## src/rtl/bs_pkg.sv

```systemverilog
// Shared bus definitions: header layout, ID width and helpers used by the
// driver endpoints, the bus wrapper and the arbiter.
package bs_pkg;

    localparam int              ID_W         = 8;
    localparam logic [ID_W-1:0] BROADCAST_ID = 8'hFF;
    localparam int              WORD_MAX     = 64;
    // header occupies [bits-HDR_MSB_OFS : bits-HDR_LSB_OFS]
    localparam int              HDR_MSB_OFS  = 1;
    localparam int              HDR_LSB_OFS  = ID_W;

    function automatic logic [ID_W-1:0] hdr_id(input logic [WORD_MAX-1:0] word,
                                               input int                  bits);
        return word[bits-HDR_LSB_OFS +: ID_W];
    endfunction

    function automatic logic hdr_hit(input logic [ID_W-1:0] hdr,
                                     input logic [ID_W-1:0] id,
                                     input logic [ID_W-1:0] bcast);
        return (hdr == id) || (hdr == bcast);
    endfunction

endpackage

```

## src/rtl/bs_drvr_fifo_intf_if.sv

```systemverilog
// Bundle of bus-side and agent-side handshake signals for one driver endpoint.
interface bs_drvr_fifo_intf_if #(
    parameter int bits  = 32,
    parameter int depth = 16
);
    logic                     tx_valid;
    logic                     tx_ready;
    logic [bits-1:0]          tx_data;
    logic                     pndng;
    logic                     pop;
    logic [bits-1:0]          D_pop;
    logic                     push;
    logic [bits-1:0]          D_push;
    logic                     rx_valid;
    logic                     rx_ready;
    logic [bits-1:0]          rx_data;
    logic [$clog2(depth):0]   tx_count;
    logic [$clog2(depth):0]   rx_count;
    logic [2:0]               err_flags;

    modport slave (
        input  tx_valid, tx_data, pop, push, D_push, rx_ready,
        output tx_ready, pndng, D_pop, rx_valid, rx_data, tx_count, rx_count, err_flags
    );

    modport master (
        output tx_valid, tx_data, pop, push, D_push, rx_ready,
        input  tx_ready, pndng, D_pop, rx_valid, rx_data, tx_count, rx_count, err_flags
    );
endinterface

```

## src/rtl/bs_sync_fifo.sv

```systemverilog
// Show-ahead synchronous FIFO; callers qualify wr_en/rd_en against full/empty.
module bs_sync_fifo #(
    parameter int bits  = 32,
    parameter int depth = 16
) (
    input  logic                   clk,
    input  logic                   reset,
    input  logic                   wr_en,
    input  logic [bits-1:0]        wr_data,
    input  logic                   rd_en,
    output logic [bits-1:0]        rd_data,
    output logic                   full,
    output logic                   empty,
    output logic [$clog2(depth):0] count
);
    localparam int AW = $clog2(depth);
    localparam int PW = AW + 1;

    logic [bits-1:0] mem_q [depth];
    logic [PW-1:0]   wr_ptr_q, wr_ptr_d;
    logic [PW-1:0]   rd_ptr_q, rd_ptr_d;

    always_comb begin
        wr_ptr_d = wr_ptr_q + PW'(wr_en);
        rd_ptr_d = rd_ptr_q + PW'(rd_en);
    end

    always_ff @(posedge clk or posedge reset) begin
        if (reset) begin
            wr_ptr_q <= '0;
            rd_ptr_q <= '0;
        end else begin
            wr_ptr_q <= wr_ptr_d;
            rd_ptr_q <= rd_ptr_d;
        end
    end

    always_ff @(posedge clk) begin
        if (wr_en) mem_q[wr_ptr_q[AW-1:0]] <= wr_data;
    end

    // extra pointer MSB distinguishes full from empty when the indices match
    assign empty   = (wr_ptr_q == rd_ptr_q);
    assign full    = (wr_ptr_q[PW-1] != rd_ptr_q[PW-1]) &&
                     (wr_ptr_q[AW-1:0] == rd_ptr_q[AW-1:0]);
    assign count   = wr_ptr_q - rd_ptr_q;
    assign rd_data = mem_q[rd_ptr_q[AW-1:0]];

endmodule

```

## src/rtl/bs_drvr_fifo_intf.sv

```systemverilog
// Driver-side bus endpoint: TX FIFO drained by the bus, RX FIFO filled by the
// bus with destination-ID filtering, plus sticky error flags.
module bs_drvr_fifo_intf
    import bs_pkg::*;
#(
    parameter int              bits      = 32,
    parameter logic [ID_W-1:0] id        = 8'h00,
    parameter logic [ID_W-1:0] broadcast = BROADCAST_ID,
    parameter int              depth     = 16,
    parameter bit              filter_en = 1'b1
) (
    input  logic                 clk,
    input  logic                 reset,
    bs_drvr_fifo_intf_if.slave   bus_io
);
    logic tx_full, tx_empty, tx_wr, tx_rd;
    logic rx_full, rx_empty, rx_wr, rx_rd;
    logic id_hit;
    logic [2:0] err_q, err_d;

    // tx_ready depends only on occupancy so the bus pop never loops back into it
    assign tx_wr  = bus_io.tx_valid & ~tx_full;
    assign tx_rd  = bus_io.pop & ~tx_empty;
    assign id_hit = ~filter_en | hdr_hit(hdr_id(WORD_MAX'(bus_io.D_push), bits), id, broadcast);
    assign rx_rd  = bus_io.rx_ready & ~rx_empty;
    // a same-cycle read frees a slot, so a push into a full FIFO still lands
    assign rx_wr  = bus_io.push & id_hit & (~rx_full | rx_rd);

    always_comb begin
        err_d    = err_q;
        err_d[0] = err_q[0] | (bus_io.pop & tx_empty);
        err_d[1] = err_q[1] | (bus_io.push & id_hit & rx_full & ~rx_rd);
        err_d[2] = err_q[2] | (bus_io.push & ~id_hit);
    end

    always_ff @(posedge clk or posedge reset) begin
        if (reset) err_q <= '0;
        else       err_q <= err_d;
    end

    bs_sync_fifo #(.bits(bits), .depth(depth)) u_tx_fifo (
        .clk     (clk),
        .reset   (reset),
        .wr_en   (tx_wr),
        .wr_data (bus_io.tx_data),
        .rd_en   (tx_rd),
        .rd_data (bus_io.D_pop),
        .full    (tx_full),
        .empty   (tx_empty),
        .count   (bus_io.tx_count)
    );

    bs_sync_fifo #(.bits(bits), .depth(depth)) u_rx_fifo (
        .clk     (clk),
        .reset   (reset),
        .wr_en   (rx_wr),
        .wr_data (bus_io.D_push),
        .rd_en   (rx_rd),
        .rd_data (bus_io.rx_data),
        .full    (rx_full),
        .empty   (rx_empty),
        .count   (bus_io.rx_count)
    );

    assign bus_io.tx_ready  = ~tx_full;
    assign bus_io.pndng     = ~tx_empty;
    assign bus_io.rx_valid  = ~rx_empty;
    assign bus_io.err_flags = err_q;

endmodule

```

## src/flat_wrapper.sv

```systemverilog
// flat-port wrapper written by rule: the top's interface ports become plain ports
module bs_drvr_fifo_intf_flat import bs_pkg::*;
#(
    parameter int              bits      = 32,
    parameter logic [ID_W-1:0] id        = 8'h00,
    parameter logic [ID_W-1:0] broadcast = BROADCAST_ID,
    parameter int              depth     = 16,
    parameter bit              filter_en = 1'b1
)
  (clk, reset, bus_io_tx_valid, bus_io_tx_data, bus_io_pop, bus_io_push, bus_io_D_push, bus_io_rx_ready, bus_io_tx_ready, bus_io_pndng, bus_io_D_pop, bus_io_rx_valid, bus_io_rx_data, bus_io_tx_count, bus_io_rx_count, bus_io_err_flags);
  bs_drvr_fifo_intf_if #(.bits(bits), .depth(depth)) bus_io_i ();
  input  logic clk;
  input  logic reset;
  input wire logic [$bits(bus_io_i.tx_valid)-1:0] bus_io_tx_valid;
  input wire logic [$bits(bus_io_i.tx_data)-1:0] bus_io_tx_data;
  input wire logic [$bits(bus_io_i.pop)-1:0] bus_io_pop;
  input wire logic [$bits(bus_io_i.push)-1:0] bus_io_push;
  input wire logic [$bits(bus_io_i.D_push)-1:0] bus_io_D_push;
  input wire logic [$bits(bus_io_i.rx_ready)-1:0] bus_io_rx_ready;
  output wire logic [$bits(bus_io_i.tx_ready)-1:0] bus_io_tx_ready;
  output wire logic [$bits(bus_io_i.pndng)-1:0] bus_io_pndng;
  output wire logic [$bits(bus_io_i.D_pop)-1:0] bus_io_D_pop;
  output wire logic [$bits(bus_io_i.rx_valid)-1:0] bus_io_rx_valid;
  output wire logic [$bits(bus_io_i.rx_data)-1:0] bus_io_rx_data;
  output wire logic [$bits(bus_io_i.tx_count)-1:0] bus_io_tx_count;
  output wire logic [$bits(bus_io_i.rx_count)-1:0] bus_io_rx_count;
  output wire logic [$bits(bus_io_i.err_flags)-1:0] bus_io_err_flags;
  assign bus_io_i.tx_valid = bus_io_tx_valid;
  assign bus_io_i.tx_data = bus_io_tx_data;
  assign bus_io_i.pop = bus_io_pop;
  assign bus_io_i.push = bus_io_push;
  assign bus_io_i.D_push = bus_io_D_push;
  assign bus_io_i.rx_ready = bus_io_rx_ready;
  assign bus_io_tx_ready = bus_io_i.tx_ready;
  assign bus_io_pndng = bus_io_i.pndng;
  assign bus_io_D_pop = bus_io_i.D_pop;
  assign bus_io_rx_valid = bus_io_i.rx_valid;
  assign bus_io_rx_data = bus_io_i.rx_data;
  assign bus_io_tx_count = bus_io_i.tx_count;
  assign bus_io_rx_count = bus_io_i.rx_count;
  assign bus_io_err_flags = bus_io_i.err_flags;
  bs_drvr_fifo_intf #(.bits(bits), .id(id), .broadcast(broadcast), .depth(depth), .filter_en(filter_en)) u_core (.clk(clk), .reset(reset), .bus_io(bus_io_i));
endmodule
```

## config.mk

```make
export PLATFORM = sky130hd
export DESIGN_NAME = bs_drvr_fifo_intf_flat
export DESIGN_NICKNAME = d
export VERILOG_FILES = /design/src/rtl/bs_pkg.sv /design/src/rtl/bs_drvr_fifo_intf_if.sv /design/src/rtl/bs_sync_fifo.sv /design/src/rtl/bs_drvr_fifo_intf.sv /design/src/flat_wrapper.sv
export SDC_FILE = /design/constraint.sdc
export NUM_CORES = 1
export LEC_CHECK = 0
export BUFFER_PORTS_ARGS = -buffer_cell sky130_fd_sc_hd__buf_2
export CAP_MARGIN = 30
export CORE_MARGIN = 4
export CORE_UTILIZATION = 55
export DETAILED_ROUTE_END_ITERATION = 12
export PLACE_DENSITY_LB_ADDON = 0.3
export SLEW_MARGIN = 10
export SYNTH_ARGS = -nofsm -noshare
export SYNTH_HDL_FRONTEND = slang
export SYNTH_SLANG_ARGS = --single-unit
export TNS_END_PERCENT = 50
```

## constraint.sdc

```tcl
create_clock -name clk -period 5.4 [get_ports clk]
set_input_delay 0 -clock clk [delete_from_list [all_inputs] [get_ports clk]]
set_output_delay 0 -clock clk [all_outputs]
set_load 0.01 [all_outputs]
```

==> metrics.md, run 1 <==
| Metric | Value |
|---|---|
| Clk_lat worst skew | `between 0.6 and 0.7 ns` |
| Die Ht | `about 280 µm` |
| Worst slew pin tran | `between 1 and 1.5 ns` |
| I/O pin total | `150` |
| Area growth syn-to-layout | `14.5%` |
| Placed insts | `between 2000 and 3000` |
| Post-synth EDFFs | `1024` |
| Cells after Synth | `1798` |
| Net Count, Synth | `1886` |
| Distinct cell type count after synthesis | `38` |
| Largest net degree at the start of global routing | `130` |
| Vias in the first global route | `about 20000` |
| Non-Filler Instances | `about 3100` |
| Crit path required time | `5.40 ns` |
| Slowest stage cell, crit path | `dfrtp_4` |
| Clock root buffer | `clkbuf_16` |
| #FFs+latches synth | `roughly 1000` |
| Asr flop ratio synth | `2.20%` |
| Commonest non-fill, non-tap cell in the layout | `edfxtp_1` |
| Gpl congestion | `around 0.81` |
| Crit path DAT | `between 3 and 4 ns` |
| Status | `finished, final reports clean` |
| Final Cycle Share | `71.9%` |
| CTS tree | `done` |
| CP cell instances | `buf_4, and2_4, a221oi_1, a22oi_1, nand2_1, buf_2` |
| DRT iter0 DRCs | `about 1700` |
| Clk_skew | `0.0410 ns` |
| Clk slew on worst S/H paths | `about 0.06 ns` |
| Finished layout cell area | `between 40000 and 50000 µm²` |
| DR DRC count | `0` |
| Worst hold path class | `input port to register` |
| TritonRoute pass-1 iters | `5` |
| CP Max Fanout | `65` |
| Most frequent cells in the layout | `1024 x edfxtp_1, 149 x buf_2, 144 x mux4_2` |
| Clock Tree Buf Depth | `3` |
| DP HPWL | `between 40000 and 50000 µm` |
| Max-slew headroom | `between 30% and 40%` |
| Sum Neg Setup Slack | `0 ns` |
| Max cap viols | `0` |
| Utilization of the core after routing | `63.7%` |
| CP Launch Type | `register` |
| FP Rows | `99` |
| Final hold violation count | `0` |
| Yosys warning count | `0` |
| IO buf count | `around 150` |
| Initial antenna violation count | `3` |
| Leakage | `between 0.015 and 0.02 µW` |
| Post-DP Area | `around 43000 µm²` |
| Power, Total | `~23000 µW` |
| Initial Utilization | `between 50% and 60%` |
| Max H-tree Level | `3` |
| Total gr overflow | `0` |
| Post-synthesis sequential area ratio | `between 70% and 80%` |
| Maximum clock rate | `~0.26 GHz` |
| Slowest Stage Delay on Critical Path | `0.84 ns` |
| Full die area | `about 80000 µm²` |
| WS Path Type | `register to output pin` |
| Max VDD drop | `~0.44 mV` |
| Crit. End Element | `output pin` |
| Share of layout cells above drive strength 1 | `24.2%` |
| Wire length per cell | `26.7 µm` |
| Clock tree sinks | `around 1000` |
| Synthesized area | `about 41000 µm²` |
| Core area | `~73000 µm²` |
| Total wire length | `approximately 84000 µm` |
| Min Tclk post-route | `approximately 3.9 ns` |
| Num CTS Buffers | `101` |
| Post-CTS Setup Inserts | `0` |
| Cts-stage hold buffer count | `70` |
| Total number of vias | `approximately 19000` |
| Mean post-synth cell area | `22.6 µm²` |
| Final setup viols | `0` |
| PostCTS Resize Cnt | `0` |
| Slew Limit Fails | `0` |
| Pwr Density | `just under 500 nW/µm²` |
| Final layout net count | `roughly 2200` |
| Prevailing post-synth register cell | `edfxtp_1` |
| Width of the die | `280 µm` |
| Final ANT Viol Nets | `0` |
| First-pass GRT wire length | `126000 µm` |
| Global Route Usage Sum | `roughly 22%` |
| Vias per cell | `just over 6` |
| RSZ-0062 raised after global routing | `false` |
## registers in the layout, summed over array words and instances, names as in the netlist
register and flops:
u_core.u_rx_fifo.mem_q 512, u_core.u_tx_fifo.mem_q 512, u_core.u_rx_fifo.rd_ptr_q 5, u_core.u_rx_fifo.wr_ptr_q 5
u_core.u_tx_fifo.rd_ptr_q 5, u_core.u_tx_fifo.wr_ptr_q 5, u_core.bus_io.err_flags 3
## routing by layer
metal,share of wire [%],vias up,routed length (µm),GRT usage (%)
met3,5.3,141,4420,3.53
li1,-,8280,-,-
met4,2.9,0,2420,6.87
met5,0,-,0,0
met2,53,593,44500,38.1
met1,39,10100,32400,27.7
## cell usage after synthesis (14+ instances only)
cell / n / area share (%)
a22oi_1: 32 / 0.59
buf_6: 18 / 0.50
a221oi_1: 64 / 1.4
buf_2: 20 / 0.25
clkbuf_1: 25 / 0.23
edfxtp_1: 1024 / 76
mux4_2: 144 / 8.0
dfrtp_1: 23 / 1.4
xnor2_1: 14 / 0.30
mux4_1: 80 / 5.2
nor4_1: 20 / 0.31
mux2i_1: 128 / 3.1
o21ai_0: 32 / 0.39
ha_1: 16 / 0.49
clkbuf_8: 15 / 0.51
inv_1: 21 / 0.19
nand2_1: 41 / 0.38
## critical path, delay by kind of cell (launching register included)
kind / cells / cell delay, ns
simple gates: 2 / 1.00
compound gates: 2 / 0.54
buf+inv: 2 / 0.76
flops: 1 / 0.84
## path summary, 6_finish.rpt
check	depth (start not counted)	startpoint	end	slack [ns]
max in group asynchronous	5	reset	u_core.u_rx_fifo.wr_ptr_q[0]	4.65
worst min-delay path	3	bus_io_pop	u_core.bus_io.err_flags[0]	0.11
worst max register to register	8	u_core.u_tx_fifo.wr_ptr_q[2]	u_core.u_tx_fifo.mem_q[9][15]	2.01
worst min register to register	1	u_core.bus_io.err_flags[0]	u_core.bus_io.err_flags[0]	0.46
min in group asynchronous	4	reset	u_core.bus_io.err_flags[0]	0.36
worst max-delay path	6	u_core.u_rx_fifo.rd_ptr_q[1]	bus_io_rx_data[1]	1.52
## cells by family (layout without fill, tap and decap cells)
group           count (synthesis)  in the layout  synth area share, %
flops                        1047           1047                 77.0
mux                           352            352                 16.3
compound gates                140            140                 2.56
buf+inv                       115            486                 1.91
simple gates                  106            106                 1.28
xor+xnor                       20             20                0.430
fa+ha+maj                      18             18                0.590
other cells                     0              3                    0
## per-stage QoR
| stage | hold slack (ns) | worst slack, ns |
|---|---|---|
| floorplan | 0.00192 | 0.00355 |
| finish | 0.106 | 1.52 |
| global placement | 0.222 | 2.13 |
| CTS | 0.0761 | 1.47 |
| global route | 0.109 | 1.33 |
| detailed placement | 0.228 | 2.00 |
## area by class of cell
class                      count  area [µm²]
sequential                  1047       31300
fill                        4756       26600
multi-input combinational    636        8820
clock buffer                 132        2690
timing repair buffer         274        1970
tap                          959        1200
clock inverter                58         504
inverter                      22        82.6
antenna                        3        7.51
## report_power, final
| group | switching (µW) | leakage (µW) | internal, µW |
|---|---|---|---|
| Sequential | 287 | 0.00950 | 9390 |
| Combinational | 3670 | 0.00448 | 3040 |
| Clock | 2880 | 0.00155 | 3850 |
| Total | 6840 | 0.0155 | 16300 |
Note: power is estimated with default switching activity, not from simulation.
==> inputs of run 2 (changes only) <==
- CORE_UTILIZATION: 55 -> 60
- clock period: 5.4 -> 4.1 ns (I/O delays scaled with it)
==> run 2 against run 1 <==
Net effect: via count rose by 0.61%; core utilization is 5.5 points higher; highest routed layer is now met5; combinational power increased by 32%; hold slack about the same; critical path type unchanged; worst setup slack worse by 0.94 ns; clock power up 29%; non-clock buffer count rose by 2; routed wire length fell by 0.11%.
==> metrics.md, run 2 (same netlist as run 1, synthesis figures left out) <==
| Metric | Value |
|---|---|
| Max H-tree Level | `3` |
| Reg-to-reg startpoint | `u_core.u_tx_fifo.wr_ptr_q[2]` |
| Vias per cell | `6.34` |
| Vias in the first global route | `roughly 20000` |
| Switch Pwr | `between 8000 and 9000 µW` |
| Crit path capture | `bus_io_rx_data[20]` |
| Initial antenna violation count | `6` |
| FP Rows | `95` |
| Post-CTS Setup Inserts | `0` |
| Non-Filler Instances | `3034` |
| Max cap viols | `0` |
| Most frequent cells in the layout | `1024 x edfxtp_1, 149 x buf_2, 144 x mux4_2` |
| Clk_lat worst skew | `between 0.6 and 0.7 ns` |
| Slew Limit Fails | `0` |
| Max VDD drop | `about 0.54 mV` |
| Combinational Power Share | `approximately 29%` |
| Status | `finished, final reports clean` |
| IO buf count | `~150` |
| Total number of vias | `just under 20000` |
| Utilization of the core after routing | `a little under 70%` |
| Largest net degree at the start of global routing | `130` |
| Min Tclk post-route | `between 3 and 4 ns` |
| Critical hold path startpoint | `bus_io_pop` |
| Place WS | `0.961 ns` |
| Initial Utilization | `between 60 and 70%` |
| Worst hold path class | `input port to register` |
| Multi-input logic area | `around 8800 µm²` |
| CP Max Fanout | `42` |
| Switching Share | `between 20% and 30%` |
| Reg2Reg Setup Slack | `between 0.9 and 1 ns` |
| Reg2Reg Capture Point | `u_core.u_tx_fifo.mem_q[10][24]` |
| FF+latch area | `31300 µm²` |
| Final setup viols | `0` |
| Core area | `between 60000 and 70000 µm²` |
| Total wire length | `~84000 µm` |
| Filler instances | `4030` |
| Crit path DAT | `~3.5 ns` |
| PostCTS Resize Cnt | `0` |
| DP HPWL | `43700 µm` |
| Hold Crit Depth | `3` |
| Total gr overflow | `0` |
| Worst Setup SP | `u_core.u_rx_fifo.rd_ptr_q[1]` |
| Num CTS Buffers | `100` |
| Crit. End Element | `output pin` |
| CP Launch Type | `register` |
| Clock root buffer | `clkbuf_16` |
| Seq pwr share | `between 40% and 50%` |
| Wire length per cell | `around 28 µm` |
| Final hold violation count | `0` |
| Full die area | `just over 70000 µm²` |
| Final ANT Viol Nets | `0` |
| Total internal power | `~21000 µW` |
| Placed insts | `around 2800` |
| Setup ws final | `0.577 ns` |
| RSZ-0062 raised after global routing | `false` |
| Pwr Density | `about 650 nW/µm²` |
| Maximum clock rate | `about 0.28 GHz` |
| Clock power frac | `28.8%` |
| FF-to-FF path depth | `8` |
| Leakage | `between 0.015 and 0.02 µW` |
| TritonRoute pass-1 iters | `5` |
| First-pass GRT wire length | `126000 µm` |
| CTS tree | `done` |
| Clock tree sinks | `~1000` |
| DR DRC count | `0` |
| Clk slew on worst S/H paths | `approximately 0.06 ns` |
| Crit path required time | `4.10 ns` |
| Final layout net count | `~2200` |
| Clock Tree Buf Depth | `3` |
| WS Path Type | `register to output pin` |
| Global Route Usage Sum | `23.6%` |
| Worst slew pin tran | `around 1.1 ns` |
| I/O pin total | `150` |
| Gpl congestion | `~0.76` |
| DRT iter0 DRCs | `roughly 1600` |
| Die Ht | `between 200 and 300 µm` |
| Final Cycle Share | `between 80% and 90%` |
| Max-slew headroom | `roughly 28%` |
| Clk_skew | `~0.019 ns` |
| Share of layout cells above drive strength 1 | `around a quarter` |
| Commonest non-fill, non-tap cell in the layout | `edfxtp_1` |
| Width of the die | `268 µm` |
| Area growth syn-to-layout | `14.1%` |
| Sum Neg Setup Slack | `0 ns` |
## run 2: layout make-up
| class | count | share of cell area, % |
|---|---|---|
| Antenna cell | 3 | 0.0162 |
| Clock buffer | 122 | 5.61 |
| Clock inverter | 55 | 0.983 |
| Inverter | 22 | 0.178 |
| Multi-Input combinational cell | 636 | 19.0 |
| Sequential cell | 1047 | 67.5 |
| Tap cell | 873 | 2.35 |
| Timing Repair Buffer | 276 | 4.36 |
## run 2: routing by layer
metal | routed length, µm | vias to the layer above | global-route usage [%] | part of all wire (%)
li1 | - | 8286 | - | -
met1 | 31600 | 10200 | 30.5 | 38
met2 | 45400 | 631 | 42.3 | 54
met3 | 4480 | 152 | 3.90 | 5.4
met4 | 2060 | 4 | 6.70 | 2.5
met5 | 27 | - | 0 | 0.032
## run 2: timing repair
action | in CTS | in global routing
hold endpoints to repair | 1058 | 1
hold buffers | 70 | 1
endpoints found under the setup margin | 0 | 0
## run 2: power groups by stage
| stage | combinational, µW | clock [µW] | sequential, µW |
|---|---|---|---|
| after floorplan | 6390 | 0 | 12700 |
| after global placement | 8720 | 0 | 12900 |
| after detailed placement | 8880 | 0 | 12900 |
| after CTS | 8980 | 8830 | 12700 |
| after global routing | 9510 | 9310 | 12700 |
| final | 8830 | 8690 | 12700 |
## run 2: how the worst min path moves through the flow
stage                                       to  slack, ns
finish              u_core.bus_io.err_flags[0]       0.11
global route        u_core.bus_io.err_flags[0]       0.11
CTS                 u_core.bus_io.err_flags[0]       0.07
detailed placement  u_core.bus_io.err_flags[0]       0.23
global placement    u_core.bus_io.err_flags[0]       0.22
floorplan           u_core.bus_io.err_flags[0]      0.002
## run 2: through the flow
step,total power [µW],instance area (µm²),hold slack (ns)
after floorplan,19100,40700,0.00192
final,30200,46400,0.106
after CTS,30500,46400,0.0725
after global placement,21600,42600,0.221
after global routing,31600,46400,0.110
after detailed placement,21800,42600,0.227
## run 2: critical path, cell delays in order (launching register included)
cell and delay, ns:
dfrtp_4 0.73, nor2b_4 0.77, buf_4 0.55, a221oi_1 0.19, a22oi_1 0.21, nand2_1 0.18, buf_2 0.19
